**config.mk**
```make
export PLATFORM = sky130hd
export DESIGN_NAME = envelope_sequencer
export DESIGN_NICKNAME = d
export VERILOG_FILES = /design/src/rtl/envelope_defs.sv /design/src/rtl/env_prescaler.sv /design/src/rtl/envelope_sequencer.sv
export SDC_FILE = /design/constraint.sdc
export NUM_CORES = 1
export LEC_CHECK = 0
export CORE_ASPECT_RATIO = 1.2
export CORE_MARGIN = 4
export CORE_UTILIZATION = 49
export DETAILED_ROUTE_END_ITERATION = 10
export PLACE_DENSITY_LB_ADDON = 0.12
export SLEW_MARGIN = 5
export SYNTH_ARGS = -nofsm -noshare
export SYNTH_HDL_FRONTEND = slang
export SYNTH_HIERARCHICAL = 1
export SYNTH_SLANG_ARGS = --single-unit
```
**constraint.sdc**
```tcl
create_clock -name clk -period 2.9 [get_ports clk]
set_input_delay 0.58 -clock clk [delete_from_list [all_inputs] [get_ports clk]]
set_output_delay 0.58 -clock clk [all_outputs]
set_load 0.05 [all_outputs]
```
**src/rtl/envelope_defs.sv**
```systemverilog
// Shared definitions for the per-voice gain envelope: state encoding and
// widths of the gain and envelope step index seen by the dynamics stage.
package envelope_defs;

    typedef enum logic [2:0] {
        ST_IDLE    = 3'd0,
        ST_ATTACK  = 3'd1,
        ST_DECAY   = 3'd2,
        ST_SUSTAIN = 3'd3,
        ST_RELEASE = 3'd4
    } env_state_e;

    localparam int GAIN_W     = 8;
    localparam int UNITY_GAIN = 128;
    localparam int ENV_IDX_W  = 6;

endpackage

```
**src/rtl/env_prescaler.sv**
```systemverilog
// Sample-strobe divider: raises step_tick on every STEP_SAMPLES-th enabled
// strobe. clr restarts the count from zero and takes priority over en.
module env_prescaler #(
    parameter int STEP_SAMPLES = 4
) (
    input  logic clk,
    input  logic rst,
    input  logic clr,
    input  logic en,
    output logic step_tick
);

    localparam int CNT_W = (STEP_SAMPLES > 1) ? $clog2(STEP_SAMPLES) : 1;
    localparam logic [CNT_W-1:0] LAST = CNT_W'(STEP_SAMPLES - 1);

    logic [CNT_W-1:0] cnt_q;
    logic [CNT_W-1:0] cnt_d;

    // Next count: clear, wrap at the last strobe of a step, or advance.
    always_comb begin
        cnt_d = cnt_q;
        if (clr) begin
            cnt_d = '0;
        end else if (en) begin
            cnt_d = (cnt_q == LAST) ? '0 : cnt_q + 1'b1;
        end
    end

    // Strobe counter register.
    always_ff @(posedge clk) begin
        if (rst) begin
            cnt_q <= '0;
        end else begin
            cnt_q <= cnt_d;
        end
    end

    assign step_tick = en & (cnt_q == LAST);

endmodule

```
**src/rtl/envelope_sequencer.sv**
```systemverilog
// Per-note ADSR gain envelope. Produces the 8-bit gain (multiple) and the
// envelope step index for a voice's dynamics stage. Every output is a flop.
module envelope_sequencer
    import envelope_defs::*;
#(
    parameter int STEP_SAMPLES = 4,
    parameter int ATTACK_INC   = 32,
    parameter int DECAY_DEC    = 8,
    parameter int RELEASE_DEC  = 16,
    parameter int PEAK         = 128
) (
    input  logic                 clk,
    input  logic                 rst,
    input  logic                 generate_next_sample,
    input  logic                 play,
    input  logic                 note_start,
    input  logic                 note_off,
    input  logic [GAIN_W-1:0]    sustain_level,
    output logic [GAIN_W-1:0]    multiple,
    output logic [ENV_IDX_W-1:0] env_idx,
    output logic                 new_note,
    output logic                 env_active,
    output logic                 env_done
);

    localparam logic [GAIN_W-1:0] PEAK_G  = GAIN_W'(PEAK);
    localparam logic [GAIN_W:0]   ATT_INC = (GAIN_W + 1)'(ATTACK_INC);
    localparam logic [GAIN_W:0]   DEC_DEC = (GAIN_W + 1)'(DECAY_DEC);
    localparam logic [GAIN_W:0]   REL_DEC = (GAIN_W + 1)'(RELEASE_DEC);

    // Add in 9 bits and clamp at ceil so a large step never wraps past it.
    function automatic logic [GAIN_W-1:0] sat_add(
        input logic [GAIN_W-1:0] g,
        input logic [GAIN_W:0]   inc,
        input logic [GAIN_W-1:0] ceil
    );
        logic [GAIN_W:0] sum;
        sum = {1'b0, g} + inc;
        return (sum >= {1'b0, ceil}) ? ceil : sum[GAIN_W-1:0];
    endfunction

    // Subtract with a floor; the comparison is done as g <= floor + dec so
    // the 9-bit intermediate never goes negative.
    function automatic logic [GAIN_W-1:0] sat_sub(
        input logic [GAIN_W-1:0] g,
        input logic [GAIN_W:0]   dec,
        input logic [GAIN_W-1:0] floor_g
    );
        logic [GAIN_W:0] diff;
        if ({1'b0, g} <= ({1'b0, floor_g} + dec)) begin
            return floor_g;
        end
        diff = {1'b0, g} - dec;
        return diff[GAIN_W-1:0];
    endfunction

    env_state_e            state_q, state_d;
    logic [GAIN_W-1:0]     mult_q, mult_d;
    logic [ENV_IDX_W-1:0]  idx_q, idx_d;
    logic                  new_note_q, new_note_d;
    logic                  env_done_q, env_done_d;
    logic                  env_active_q, env_active_d;

    logic                  strobe;
    logic                  step_tick;
    logic [GAIN_W-1:0]     sus_g;

    assign strobe = generate_next_sample & play;
    assign sus_g  = (sustain_level > PEAK_G) ? PEAK_G : sustain_level;

    env_prescaler #(
        .STEP_SAMPLES(STEP_SAMPLES)
    ) u_prescaler (
        .clk      (clk),
        .rst      (rst),
        .clr      (note_start),
        .en       (strobe),
        .step_tick(step_tick)
    );

    // Next-state and gain update: note_start, then note_off, then step actions.
    always_comb begin
        state_d      = state_q;
        mult_d       = mult_q;
        idx_d        = idx_q;
        new_note_d   = 1'b0;
        env_done_d   = 1'b0;

        if (note_start) begin
            // Retrigger ramps from the current gain, so mult is left alone.
            state_d    = ST_ATTACK;
            idx_d      = '0;
            new_note_d = 1'b1;
        end else begin
            if (step_tick && state_q != ST_IDLE && idx_q != '1) begin
                idx_d = idx_q + 1'b1;
            end

            if (note_off && (state_q == ST_ATTACK || state_q == ST_DECAY ||
                             state_q == ST_SUSTAIN)) begin
                state_d = ST_RELEASE;
            end else if (step_tick) begin
                unique case (state_q)
                    ST_ATTACK: begin
                        mult_d = sat_add(mult_q, ATT_INC, PEAK_G);
                        if (mult_d == PEAK_G) state_d = ST_DECAY;
                    end
                    ST_DECAY: begin
                        mult_d = sat_sub(mult_q, DEC_DEC, sus_g);
                        if (mult_d == sus_g) state_d = ST_SUSTAIN;
                    end
                    ST_SUSTAIN: begin
                        mult_d = sus_g;
                    end
                    ST_RELEASE: begin
                        mult_d = sat_sub(mult_q, REL_DEC, '0);
                        if (mult_d == '0) begin
                            state_d    = ST_IDLE;
                            env_done_d = 1'b1;
                        end
                    end
                    default: begin
                        mult_d = '0;
                    end
                endcase
            end
        end

        env_active_d = (state_d != ST_IDLE);
    end

    // Envelope state and registered outputs.
    always_ff @(posedge clk) begin
        if (rst) begin
            state_q      <= ST_IDLE;
            mult_q       <= '0;
            idx_q        <= '0;
            new_note_q   <= 1'b0;
            env_done_q   <= 1'b0;
            env_active_q <= 1'b0;
        end else begin
            state_q      <= state_d;
            mult_q       <= mult_d;
            idx_q        <= idx_d;
            new_note_q   <= new_note_d;
            env_done_q   <= env_done_d;
            env_active_q <= env_active_d;
        end
    end

    assign multiple   = mult_q;
    assign env_idx    = idx_q;
    assign new_note   = new_note_q;
    assign env_done   = env_done_q;
    assign env_active = env_active_q;

endmodule

```
## Yosys cells after proc, flatten, opt, wreduce, memory -nomap -nowiden

Cells that the tools add are included.

- Flip-flop bits (word level): 22
- Input bits: 14
- Output and inout port bits: 17
- Logic and storage cells: 77

- Add/sub/neg operators: 6
- Order comparisons: 4
- Equality and inequality tests: 8
- Multiplexer cells: 35
- Bitwise operators: 6
- Reduce and logical (&&, ||, !) cells: 11

Operators with widths:

| operator | number |
|---|---|
| $mux W8 | 14 |
| $pmux W8 S4 | 1 |
| $mux W3 | 6 |
| $mux W1 | 12 |
| $add A8 B4 Y9 const B | 1 |
| $add A8 B6 Y9 const B | 1 |
| $ge A9 B8 Y1 const B | 1 |
| $le A8 B9 Y1 | 1 |
| $pmux W3 S3 | 1 |
| $eq A8 B8 Y1 | 1 |
| $eq A8 B8 Y1 const B | 1 |
| $gt A8 B8 Y1 const B | 1 |
| $le A8 B5 Y1 const B | 1 |
| $logic_not A8 Y1 | 1 |
| $sub A8 B4 Y8 const B | 1 |
| $sub A8 B5 Y8 const B | 1 |
| $add A6 B1 Y6 const B | 1 |
| $eq A3 B2 Y1 const B | 2 |
| $ne A6 B6 Y1 const B | 1 |
| $reduce_bool A3 Y1 | 2 |
| $reduce_or A5 Y1 | 1 |
| $not A1 Y1 | 4 |
| $eq A3 B1 Y1 const B | 1 |
| $eq A3 B3 Y1 const B | 1 |
| other kinds (8) | 12 |

## Logic depth before layout (Yosys ltp)

- Depth after elaboration: 21
- Mapped depth: 13

## By module

The synthesis kept the hierarchy.

By module, submodules not included:

| module | instances | cells each | area each (um^2) | sequential area each (um^2) |
|---|---|---|---|---|
| envelope_sequencer | 1 | 244 | 1855.5 | 400.4 |
| env_prescaler | 1 | 9 | 101.3 | 40.0 |

## Least setup slack after synthesis

Ideal clock, no wire load.

- Kind: input port to flip-flop
- Start: input port sustain_level[3]
- End: register mult_q[7], in the netlist multiple[7]
- Library setup time: 136 ps
- Arrival time: 2649 ps
- Slack: 114 ps
- Stages: 12
- Buffers on the path: 2
- Cell sequence: nor2b_1 ha_1 a31oi_1 ha_1 nand3_1 or3_1 and2_4 buf_6 or2_0 buf_2 o211ai_1 a221oi_1

- Word-level cells in the longest chain between the ends: 15
- Elaborated cells on any way between the ends: 16
- Those cells by class: add/sub (1); order compare (2); mux (13)

Ends and longest elaborated chain:

| item | RTL line | RTL |
|---|---|---|
| from (decl) | envelope_sequencer.sv:18 | `input logic [GAIN_W-1:0] sustain_level,` |
| $gt A8 B8 Y1 | envelope_sequencer.sv:69 | `assign sus_g = (sustain_level > PEAK_G) ? PEAK_G : sustain_level;` |
| $mux W8 * | envelope_sequencer.sv:69 |  |
| $add A8 B4 Y9 | envelope_sequencer.sv:50 | `if ({1'b0, g} <= ({1'b0, floor_g} + dec)) begin` |
| $le A8 B9 Y1 | envelope_sequencer.sv:50 |  |
| $mux W1 | envelope_sequencer.sv:50 |  |
| $mux W1 | envelope_sequencer.sv:103 | `unique case (state_q)` |
| $mux W1 | envelope_sequencer.sv:102 | `end else if (step_tick) begin` |
| $mux W1 | envelope_sequencer.sv:99 | `if (note_off && (state_q == ST_ATTACK \|\| state_q == ST_DECAY \|\|` |
| $mux W1 | envelope_sequencer.sv:89 | `if (note_start) begin` |
| $mux W8 | envelope_sequencer.sv:53 | `diff = {1'b0, g} - dec;` |
| $mux W8 | envelope_sequencer.sv:103 |  |
| $mux W8 | envelope_sequencer.sv:102 |  |
| $mux W8 | envelope_sequencer.sv:99 |  |
| $mux W8 | envelope_sequencer.sv:89 |  |
| $pmux W8 S4 * | envelope_sequencer.sv:103 |  |
| to (signal assigned) | envelope_sequencer.sv:143 | `mult_q <= mult_d;` |
| to (decl) | envelope_sequencer.sv:58 | `logic [GAIN_W-1:0] mult_q, mult_d;` |

Every way passes the cells marked *; elsewhere a longest branch is shown, timed or not. The select of a mux whose other input is x is not followed.
A chain may end at the register's enable or synchronous reset.

## Final worst setup path

- Start: input port sustain_level[6]
- End: register mult_q[5], in the netlist multiple[5]

Same word-level chain as after synthesis.

==> metrics.md <==
| Metric | Value |
|---|---|
| Max_slew headroom | `58.71%` |
| Final period util | `between 90% and 100%` |
| I/O Pins | `31` |
| # port buffers | `30` |
| Placed cell areas | `roughly 2400 um^2` |
| Max Cap Violations | `0` |
| Clock share of power | `just over 30%` |
| Slowest CP cell | `clkdlybuf4s50_1` |
| Post-route DRC | `0` |
| Cells after Synth | `253` |
| Die height | `roughly 77 um` |
| Rows | `24` |
| Nets | `about 330` |
| CTS Root Cell | `clkbuf_8` |
| Total track usage | `about 22%` |
| Antenna fix cells | `0` |
| Data required, critical path | `just over 3000 ps` |
| Syn Std Cell Area | `between 1500 and 2000 um^2` |
| Final setup vio count | `0` |
| WP data arrival | `2830 ps` |
| Initial antenna violation count | `0` |
| Vias in the first global route | `just under 2k` |
| Clk slew on worst S/H paths | `about 80 ps` |
| Critical path origin | `sustain_level[6]` |
| Crit Path Category | `input port to register` |
| DR pass1 iterations | `4` |
| CTS tree | `done` |
| Worst Path Max Fanout | `7` |
| Yosys warns | `6` |
| Internal power | `roughly 0.00046 W` |
| Fillers | `341` |
| Post-synth cell types | `62` |
| Fin area | `2537 um^2` |
| Prevailing post-synth register cell | `dfxtp_1` |
| Sequential area share after synthesis | `between 20 and 25%` |
| Reg-to-reg critical path startpoint | `multiple[4]` |
| DP Wirelength | `just over 4000 um` |
| Number of synthesized flops with an enable pin | `0` |
| DR vias/cell | `between 5 and 6` |
| PwrDens | `245.0 nW/um^2` |
| Crit. End Element | `register` |
| Longest Clk Path Bufs | `2` |
| Critical Path Source Type | `input port` |
| Slowest cell delay on critical path | `520 ps` |
| Hold crit path type | `register to register` |
| Worst Tran Pin Value | `around 610 ps` |
| Final Critical Period | `approximately 2700 ps` |
| Slew Viols, Final | `0` |
| Leak | `around 0.99 nW` |
| Post-Route Utilization | `67.60%` |
| Dpl ws | `-439.1 ps` |
| Combinational power share | `roughly a fifth` |
| Final Hold Viols | `0` |
| Starting Density | `between 50% and 60%` |
| P_sw | `about 0.00016 W` |
| RSZ-0062 raised after global routing | `no` |
| Proportion of layout cells with a drive suffix above 1 | `around 16%` |
| GRT overflow | `0` |
| Skew-Pair Late Insertion Delay | `roughly 260 ps` |
| Drt wl/cell | `between 15 and 20 um` |
| Commonest non-fill, non-tap cell in the layout | `clkdlybuf4s50_1` |
| Net Sw Frac | `a little over a quarter` |
| Final Skew | `between 0.9 and 1 ps` |
| Worst-path cell chain | `clkdlybuf4s50_1 > xnor2_1 > nand2b_1 > ha_4 > nand3_2 > or3_4 > and2_4 > or2_4 > o211ai_1 > a221oi_2` |
| Global-route wire length before repair | `8825 um` |
| Maximum clock frequency | `roughly 0.37 GHz` |
| # H-tree levels | `1` |
| Setup ws final | `roughly 190 ps` |
| Die footprint | `approximately 5000 um^2` |
| Iter 0 DRT Violations | `80` |
| Layout area overhead | `29.67%` |
| Asr flop ratio synth | `0%` |
| Worst IR Drop VDD | `0.0003201 V` |
| Gpl congestion | `about 0.96` |
| Post-CTS setup buffer count | `0` |
| Setup TNS | `0 ps` |
| Commonest non-fill, non-tap cells in the layout | `clkdlybuf4s50_1 (26), nand2_1 (23), buf_4 (23)` |
| Post-Syn Nets | `around 280` |
| Antenna Violating Nets Remaining | `0` |
| Status | `finished, final reports clean` |
| Mean Syn Cell Area | `around 7.7 um^2` |
| Largest net degree at the start of global routing | `19` |
| Die Span X | `between 60 and 70 um` |
| Total wire length | `between 5000 and 6000 um` |
| Register share of total power | `49.8%` |
| Core area | `about 3800 um^2` |
| Clk sinks | `22` |
| Yosys reg bits | `22` |
| TritonCTS Buffers | `3` |
| Launch point of the worst hold path | `u_prescaler/cnt_q[0]` |
| Vias post-DR | `between 2k and 2.5k` |
critical path: cells and delay by family:
| family | cells | cell delay [ps] |
|---|---|---|
| AND/OR/NAND/NOR | 5 | 1000 |
| XOR/XNOR | 1 | 140 |
| adder cells (fa/ha/maj) | 1 | 290 |
| buffers and inverters | 1 | 520 |
| AO/OA/AOI/OAI | 2 | 280 |
sequential cells by signal, summed over array words and instances (netlist names):
signal	count
state_q	3
multiple	8
env_idx	6
new_note	1
env_done	1
u_prescaler/cnt_q	2
env_active	1
routing by layer:
layer / track usage, % / vias to the layer above / routed length [um] / share of wire (%)
met1: 26.45 / 947 / 2292 / 43
met3: 2.485 / 11 / 194 / 3.6
li1: - / 1019 / - / -
met2: 37.21 / 54 / 2677 / 50
met5: 0 / - / 0 / 0
met4: 9.129 / 0 / 173 / 3.2
cells in the mapped netlist (3+ instances only):
| cell | instances | share of area (%) |
|---|---|---|
| nor3_1 | 3 | 0.77 |
| nand4_1 | 3 | 0.96 |
| inv_1 | 12 | 2.3 |
| buf_2 | 3 | 0.77 |
| dfxtp_1 | 22 | 23 |
| a21oi_1 | 20 | 5.1 |
| nand2_1 | 23 | 4.4 |
| nand3_1 | 8 | 2.0 |
| nor2_1 | 20 | 3.8 |
| clkbuf_1 | 4 | 0.77 |
| xor2_1 | 3 | 1.3 |
| o21ai_0 | 15 | 3.8 |
| a31oi_1 | 6 | 1.9 |
| nand2b_1 | 8 | 2.6 |
| ha_1 | 17 | 11 |
| and2b_1 | 3 | 1.2 |
| xnor2_1 | 7 | 3.1 |
| buf_6 | 3 | 1.7 |
| o21bai_1 | 3 | 1.2 |
| o31ai_1 | 3 | 1.2 |
| o211ai_1 | 5 | 1.9 |
| nor2b_1 | 8 | 2.6 |
| a221oi_1 | 3 | 1.3 |
final cells by class:
| type | count | area [um^2] | area share (%) |
|---|---|---|---|
| multi-input cells | 208 | 1470 | 57.94 |
| repair buffers | 53 | 475.5 | 18.74 |
| flip-flops and latches | 22 | 440.4 | 17.36 |
| well taps | 52 | 65.06 | 2.564 |
| inverters | 12 | 45.04 | 1.775 |
| clock buffers | 3 | 41.29 | 1.627 |
final timing paths:
| path | end | slack [ps] | cells past startpoint |
|---|---|---|---|
| min | u_prescaler/cnt_q[0] | 520 | 2 |
| min reg2reg | u_prescaler/cnt_q[0] | 520 | 2 |
| max | multiple[5] | 190 | 10 |
| max reg2reg | state_q[0] | 520 | 8 |
through the flow:
| stage | power (W) | instances | hold WS (ps) |
|---|---|---|---|
| after detailed placement | 0.0004302 | 347 | 511.0 |
| after global routing | 0.0006476 | 350 | 551.8 |
| after CTS | 0.0006183 | 350 | 521.6 |
| after floorplan | 0.0003764 | 253 | 476.4 |
| final | 0.0006218 | 350 | 519.3 |
| after global placement | 0.0004297 | 347 | 497.2 |
power groups by stage:
| stage | registers, W | clock network, W | logic [W] |
|---|---|---|---|
| floorplan | 0.000320 | 0 | 0.0000561 |
| detailed placement | 0.000317 | 0 | 0.000114 |
| global placement | 0.000317 | 0 | 0.000113 |
| global route | 0.000310 | 0.000205 | 0.000133 |
| finish | 0.000310 | 0.000191 | 0.000121 |
| CTS | 0.000309 | 0.000194 | 0.000115 |
cell families (layout without fill, tap and decap cells):
| logic type | after synthesis | after routing | synth area share [%] |
|---|---|---|---|
| AND/OR/NAND/NOR | 95 | 95 | 25.26 |
| AO/OA/AOI/OAI | 83 | 83 | 29.29 |
| buffers and inverters | 23 | 68 | 6.010 |
| flip-flops | 22 | 22 | 22.51 |
| adder cells (fa/ha/maj) | 17 | 17 | 10.87 |
| XOR/XNOR | 10 | 10 | 4.476 |
| multiplexers | 3 | 3 | 1.598 |
repair_timing:
action | CTS | global route
endpoints found under the setup margin | 9 | 10
hold buffers | 0 | 0
gates resized for setup | 5 | 14
pin swaps | 1 | 9
Power figures use the tool's default switching activity.
